File: src/rtl/ifetch_unit.sv
// Instruction fetch unit: program counter, instruction register and a single-outstanding memory read FSM.
// Latency: ir_load at cycle N with imem_ack at N+1 gives ir and the ir_done pulse at N+2; pc updates one cycle after pc_write.
// Backpressure: one fetch in flight at a time, ir_load is ignored while busy or faulted, and a missing ack times out into ERR.
module ifetch_unit #(
  parameter int AW      = 16,
  parameter int DW      = 32,
  parameter int TIMEOUT = 15
) (
  input  logic          clk,
  input  logic          rst,
  input  logic          pc_rst,
  input  logic          pc_write,
  input  logic          pc_sel,
  input  logic          br_sel,
  input  logic          ir_load,
  input  logic [15:0]   imm,
  output logic          imem_req,
  output logic [AW-1:0] imem_addr,
  input  logic          imem_ack,
  input  logic [DW-1:0] imem_rdata,
  output logic [AW-1:0] pc,
  output logic [DW-1:0] ir,
  output logic [3:0]    opcode,
  output logic [3:0]    mm,
  output logic          busy,
  output logic          ir_done,
  output logic          fetch_err
);

  localparam logic [1:0] IDLE = 2'd0;
  localparam logic [1:0] REQ  = 2'd1;
  localparam logic [1:0] ERR  = 2'd2;

  localparam int CW = (TIMEOUT < 2) ? 1 : $clog2(TIMEOUT + 1);
  localparam logic [CW-1:0] WAIT_LAST = CW'(TIMEOUT - 1);

  logic [1:0]      state;
  logic [CW-1:0]   wait_cnt;
  logic [AW-1:0]   pc_next;
  logic [AW+15:0]  imm_sx_wide;
  logic [AW+15:0]  imm_zx_wide;
  logic [AW-1:0]   imm_sx;
  logic [AW-1:0]   imm_zx;

  // Widen imm before cutting to AW so any AW (smaller or larger than 16) works.
  assign imm_sx_wide = {{AW{imm[15]}}, imm};
  assign imm_zx_wide = {{AW{1'b0}}, imm};
  assign imm_sx      = imm_sx_wide[AW-1:0];
  assign imm_zx      = imm_zx_wide[AW-1:0];

  assign opcode = ir[31:28];
  assign mm     = ir[27:24];
  assign busy   = (state == REQ);

  // Next PC: sequential, relative branch (from pc+1) or absolute target; wraps modulo 2^AW.
  always_comb begin
    pc_next = pc + AW'(1);
    if (pc_sel) begin
      if (br_sel) pc_next = imm_zx;
      else        pc_next = pc + AW'(1) + imm_sx;
    end
  end

  // PC register: pc_rst beats pc_write; updates are honoured in every FSM state.
  always_ff @(posedge clk or posedge rst) begin
    if (rst) begin
      pc <= '0;
    end else if (pc_rst) begin
      pc <= '0;
    end else if (pc_write) begin
      pc <= pc_next;
    end
  end

  // Fetch FSM: latch address on start, capture data on ack, abort on pc_rst, fault on timeout.
  always_ff @(posedge clk or posedge rst) begin
    if (rst) begin
      state     <= IDLE;
      ir        <= '0;
      imem_req  <= 1'b0;
      imem_addr <= '0;
      ir_done   <= 1'b0;
      fetch_err <= 1'b0;
      wait_cnt  <= '0;
    end else begin
      ir_done <= 1'b0;
      case (state)
        IDLE: begin
          if (ir_load) begin
            state     <= REQ;
            imem_req  <= 1'b1;
            // A same-cycle pc_rst means the fetch targets the cleared PC.
            imem_addr <= pc_rst ? '0 : pc;
            wait_cnt  <= '0;
          end
        end
        REQ: begin
          if (pc_rst) begin
            // Abort wins over a coincident ack: data is dropped, ir untouched.
            state    <= IDLE;
            imem_req <= 1'b0;
            wait_cnt <= '0;
          end else if (imem_ack) begin
            state    <= IDLE;
            imem_req <= 1'b0;
            ir       <= imem_rdata;
            ir_done  <= 1'b1;
            wait_cnt <= '0;
          end else if (wait_cnt == WAIT_LAST) begin
            // TIMEOUT REQ cycles with no ack: load a NOOP and park in ERR.
            state     <= ERR;
            imem_req  <= 1'b0;
            ir        <= '0;
            fetch_err <= 1'b1;
            wait_cnt  <= '0;
          end else begin
            wait_cnt <= wait_cnt + CW'(1);
          end
        end
        ERR: begin
          if (pc_rst) begin
            state     <= IDLE;
            fetch_err <= 1'b0;
          end
        end
        default: begin
          state    <= IDLE;
          imem_req <= 1'b0;
        end
      endcase
    end
  end

endmodule

File: config.mk
export PLATFORM = sky130hd
export DESIGN_NAME = ifetch_unit
export DESIGN_NICKNAME = d
export VERILOG_FILES = /design/src/rtl/ifetch_unit.sv
export SDC_FILE = /design/constraint.sdc
export NUM_CORES = 1
export LEC_CHECK = 0
export ABC_AREA = 0
export BUFFER_PORTS_ARGS = -buffer_cell sky130_fd_sc_hd__clkbuf_2
export CAP_MARGIN = 20
export CORE_ASPECT_RATIO = 1.2
export CORE_MARGIN = 2
export CORE_UTILIZATION = 48
export CTS_BUF_LIST = sky130_fd_sc_hd__clkbuf_16
export CTS_CLUSTER_SIZE = 8
export DETAILED_ROUTE_END_ITERATION = 10
export PLACE_DENSITY = 0.72
export SLEW_MARGIN = 10
export SYNTH_ARGS = -nofsm -noshare
export SYNTH_HDL_FRONTEND = slang
export SYNTH_SLANG_ARGS = --single-unit
File: constraint.sdc
create_clock -name clk -period 8.4 [get_ports clk]
set_clock_uncertainty 0.2 [all_clocks]
set_input_delay 0.42 -clock clk [delete_from_list [all_inputs] [get_ports clk]]
set_output_delay 0.42 -clock clk [all_outputs]
set_load 0.1 [all_outputs]
### Word-level counts from Yosys, hierarchy flattened

Index checks and enable logic that the tools add are counted.

* bits in registers: 73
* output and inout port bits: 76
* input bits: 56

* $add $sub $neg: 3
* equal/unequal tests: 9
* multiplexer cells: 31
* reductions and logical operators: 11
* bitwise gates (word level): 2

Operator list (count)
* $mux 16: 5
* $mux 32: 2
* $add 16x1->16 const B: 1
* $add 16x16->16: 1
* $mux 4: 4
* $mux 1: 11
* $mux 2: 5
* $reduce_and 3->1: 3
* $ne 2x2->1 const B: 4
* $pmux 4 s2: 1
* $reduce_bool 2->1: 4
* $pmux 2 s3: 1
* $reduce_and 5->1: 1
* $add 4x1->4 const B: 1
* $eq 4x4->1 const B: 1
* $ne 4x3->1 const B: 1
* $reduce_and 2->1: 2
* $pmux 1 s3: 1
* $eq 2x1->1 const B: 1
* $eq 2x2->1 const B: 1
* $logic_not 2->1: 1
* $ne 2x1->1 const B: 1
* $not 1->1: 2
* $pmux 1 s2: 1

### Logic depth before layout (Yosys ltp)

* word-level depth: 6
* mapped depth: 12

### Least setup slack after synthesis

Ideal clock, no wire load.

* kind: register -> register
* start: register pc[0]
* end: register pc[15]
* clock period less this slack: 3630 ps
* path slack: 4770 ps
* stages on the path, launching flop included: 13
* path buffers: 0
* required time: 8117 ps
* arrival time: 3347 ps
* cells stage by stage: dfrtp_1 ha_1 nand2_1 nor3_4 nand2_1 xnor2_1 ha_1 a21o_1 a31o_2 a31oi_1 o21ai_0 a21o_1 a31oi_1

* word-level cells in the longest chain between the ends: 6

Ends and longest elaborated chain
* from (decl): line 21 `output logic [AW-1:0] pc,`
* from (signal assigned): line 71 `pc <= pc_next;`
* $add 16x1->16 *: line 57, 60
* $add 16x16->16: line 60 `else pc_next = pc + AW'(1) + imm_sx;`
* $mux 16: line 59 `if (br_sel) pc_next = imm_zx;`
* $mux 16 *: line 58 `if (pc_sel) begin`
* $mux 16 *: line 70 `end else if (pc_write) begin`
* $mux 16 *: line 68 `end else if (pc_rst) begin`

Mark *: on every way between the ends. The rest lies on a longest branch, timed or not. The select of a mux whose other input is x is not followed.
A chain may end at the register's enable or synchronous reset.

### Worst setup path in the final report

Ends and elaborated chain as after synthesis.

==> summary.txt <==
Status
  – Status: finished, final reports clean

Worst setup path
  – Worst-path fanout max: 7
  – Worst path required time: 8450 ps
  – Worst path slowest cell: dfrtp_1
  – CP cell instances: ha_1 > nand2_1 > nor3_4 > nand2_1 > xnor2_1 > ha_1 > a21o_1 > a31o_2 > a31oi_1 > o21ai_0 > a21o_1 > a31oi_1
  – Critical Path End Type: register
  – R2R cell count: 12
  – Max incr delay on CP: 430 ps
  – Startpoint Class: register
  – WS Path Type: register to register
  – WP data arrival: 3280 ps

Yosys
  – Sequential fraction of the synthesis area: 42.49%
  – Post-synth EDFFs: 0
  – Syn_area_per_cell: 9.326 µm²
  – Mapped Nets: 539
  – Post-Syn Instances: 461
  – Yosys cell types: 57
  – Main flop type after synthesis: dfrtp_1
  – Yosys Warn Count: 0
  – Synthesized area: 4299 µm²
  – Async set-reset flop share out of synthesis: 100.0%
  – Post-synthesis register bit count: 73

Clock network
  – Buffer depth of the longest clock path: 2
  – # H-tree levels: 3
  – Hold Buf Count CTS: 1
  – CTS Buf Count: 9
  – CTS clk-pin slew, worst paths: 50 ps
  – CTS tree: built
  – CTS root buf: clkbuf_16
  – Post_cts resized: 0
  – Post-CTS Repair Setup Buffers: 0
  – Clock Sinks: 73
  – Clk_lat worst skew: 320 ps

Global routing
  – First-pass GRT wire length: 18.38 mm
  – Initial antenna violation count: 0
  – Largest net degree at the start of global routing: 58
  – Vias in the first global route: 3,660
  – Global Route Usage Sum: 23.75%
  – Overflow left after global routing: 0

Cells and area
  – Share of cells above drive strength 1: 27.87%
  – Syn-to-layout area delta: 21.97%
  – Diodes inserted: 0
  – Layout net count: 648
  – Final instance area: 5244 µm²

Die
  – DIE AREA: 9733 µm²
  – Die Width: 90.40 µm
  – FP Rows: 37
  – Starting density of the core: 49.66%
  – Die H: 107.7 µm
  – Core Region: 8657 µm²
  – Io pins: 132

STA
  – Slew HR: 34.10%
  – Setup TNS: 0 ps
  – Period minus WS final: 3231 ps
  – Final WS setup: 5169 ps
  – RSZ-0062 raised after global routing: false
  – Final Cycle Share: 38.46%
  – Highest clock rate: 309.5 MHz
  – Hold Vio Cnt, Final: 0
  – Setup-failing EPs final: 0
  – Worst slew pin tran: 985.7 ps
  – Pins Over Slew Limit: 0

Min path
  – Hold-critical path depth: 2
  – Worst hold path type: input pin to register

Routing
  – DRT Pass-1 Iters: 4
  – Vias per cell: 5.570
  – WL/cell: 15.85 µm
  – Post-Route WL: 10.96 mm
  – Antenna viol nets, final: 0
  – Via count: 3,849
  – Starting DRC count in detailed routing: 273
  – Post-route DRC violation count: 0

Placed design
  – Port Buf Inserts: 131
  – Gpl congestion: 0.9203
  – Place WS: 5203 ps
  – DP HPWL: 8.251 mm
  – Placed cell areas: 4942 µm²

Flow run
  – Number of max-cap violations: 0

Pwr
  – Flop pwr share: 30.0%
  – Clock share of power: 24.1%
  – Gate power share: 46.0%
  – P_leak: 2.623 nW
  – Design Power: 1.463 mW
  – Switch share: 49.23%
  – VDD IR max: 0.09615 mV
  – Switching component of the power: 720.0 µW
  – PD cells: 278.9 nW/µm²
  – Internal power: 742.5 µW
-- worst paths after layout --
| kind | endpoint | from | slack [ps] |
|---|---|---|---|
| max | pc[15]$_DFFE_PP0P_ | pc[0]$_DFFE_PP0P_ | 5170 |
| min | ir[14]$_DFFE_PP0P_ | imem_rdata[14] | 110 |
| max reg2reg | pc[15]$_DFFE_PP0P_ | pc[0]$_DFFE_PP0P_ | 5170 |
| min reg2reg | imem_addr[6]$_DFFE_PP0P_ | imem_addr[6]$_DFFE_PP0P_ | 280 |
| max in group asynchronous | imem_addr[0]$_DFFE_PP0P_ | rst | 6590 |
| min in group asynchronous | ir[13]$_DFFE_PP0P_ | rst | 390 |
-- worst max-delay path: cells and delay by family, from the launching register on --
kind	cells	cell delay (ps)
DFF	1	430
and+or+nand+nor	3	600
AOI/OAI and AO/OA	6	1130
xor gates and xnor gates	1	210
adders and majority gates	2	600
-- layout make-up --
cell class	instances	area, µm²
clock buffer	9	225.2
clock inverter	6	51.30
fill	803	3413
inverter	17	63.81
multi-input combinational	334	2235
sequential	73	1827
tap	117	146.4
timing repair buffer	135	695.7
-- sequential cells by signal, indices dropped and copies added (netlist names) --
name / cells
pc: 16
wait_cnt: 4
imem_addr: 16
ir_done: 1
ir: 32
fetch_err: 1
imem_req: 1
state: 2
-- routing by layer --
metal  wire, µm  global-route usage (%)  vias up
li1           -                       -     1886
met1       4770                   30.98     1785
met2       5308                   38.29      166
met3        741                   5.742       12
met4        134                   9.451        0
met5          0                       0        -
-- layout by cell type, fill, tap and decap left out, drive strengths merged, types with 2 or more instances in the layout --
cell and count:
o21a 4, and2 2, o22ai 4, nor3 6
and3 5, clkbuf 140, dfrtp 73, a22oi 4
xor2 12, a311oi 5, nor2b 3, nand2b 4
a211oi 4, buf 3, clkinv 5, o31ai 4
a221o 3, o21ai 40, a31oi 6, a21o 7
ha 21, nand4 2, mux2i 2, a21oi 25
inv 17, o211ai 7, nand3b 4, nand3 11
a22o 32, nor4 3, xnor2 14, nand2 59
or2 2, nor2 25, o2111ai 2
-- metrics by stage --
stage               hold slack (ps)  utilization, %  cells
floorplan                     264.1               -    461
global placement              183.6           57.09    674
detailed placement            185.7           57.09    674
CTS                           100.1           60.40    690
global route                  107.8           60.57    691
finish                        110.6           60.57    691
-- Yosys cell counts, types with 2 or more instances --
cell type,count,area [µm²]
a22o_1,32,280.3
and3_1,3,18.77
nand3_1,10,50.05
a311oi_1,5,43.79
or2_2,2,12.51
dfrtp_1,73,1827
a221o_1,3,30.03
buf_2,7,35.03
nor4_1,2,12.51
nand3b_1,4,30.03
xnor2_1,14,122.6
o211ai_1,7,52.55
a21oi_1,25,125.1
nand2b_1,4,25.02
ha_1,21,262.8
o22ai_1,4,25.02
nor2_1,25,93.84
o31ai_1,3,22.52
o21a_1,4,30.03
nor3_4,2,32.53
a22oi_1,4,30.03
a31oi_1,6,37.54
nand2_1,58,217.7
xor2_1,12,105.1
nor3_1,4,20.02
inv_1,16,60.06
mux2i_1,2,20.02
a21o_1,7,52.55
buf_4,8,60.06
and2_1,2,12.51
o2111ai_1,2,17.52
clkbuf_1,22,82.58
nor2b_1,3,18.77
a211oi_1,4,30.03
o21ai_0,39,195.2
-- cell families after synthesis --
kind of cell | count (synthesis) | share of synthesized area (%)
AO/OA/AOI/OAI | 155 | 24.62
XOR/XNOR | 26 | 5.297
adder cells (fa/ha/maj) | 22 | 6.577
buffers and inverters | 54 | 5.617
flip-flops | 73 | 42.49
multiplexers | 2 | 0.4657
AND/OR/NAND/NOR | 129 | 14.93
-- power by group through the flow --
stage                     logic, mW  clock network (mW)  registers, mW
final                         0.672               0.352          0.438
after global routing          0.700               0.380          0.445
after CTS                     0.674               0.362          0.438
after detailed placement      0.671                   0          0.444
after global placement        0.667                   0          0.441
after floorplan               0.223                   0          0.792
Note: power is estimated with default switching activity, not from simulation.
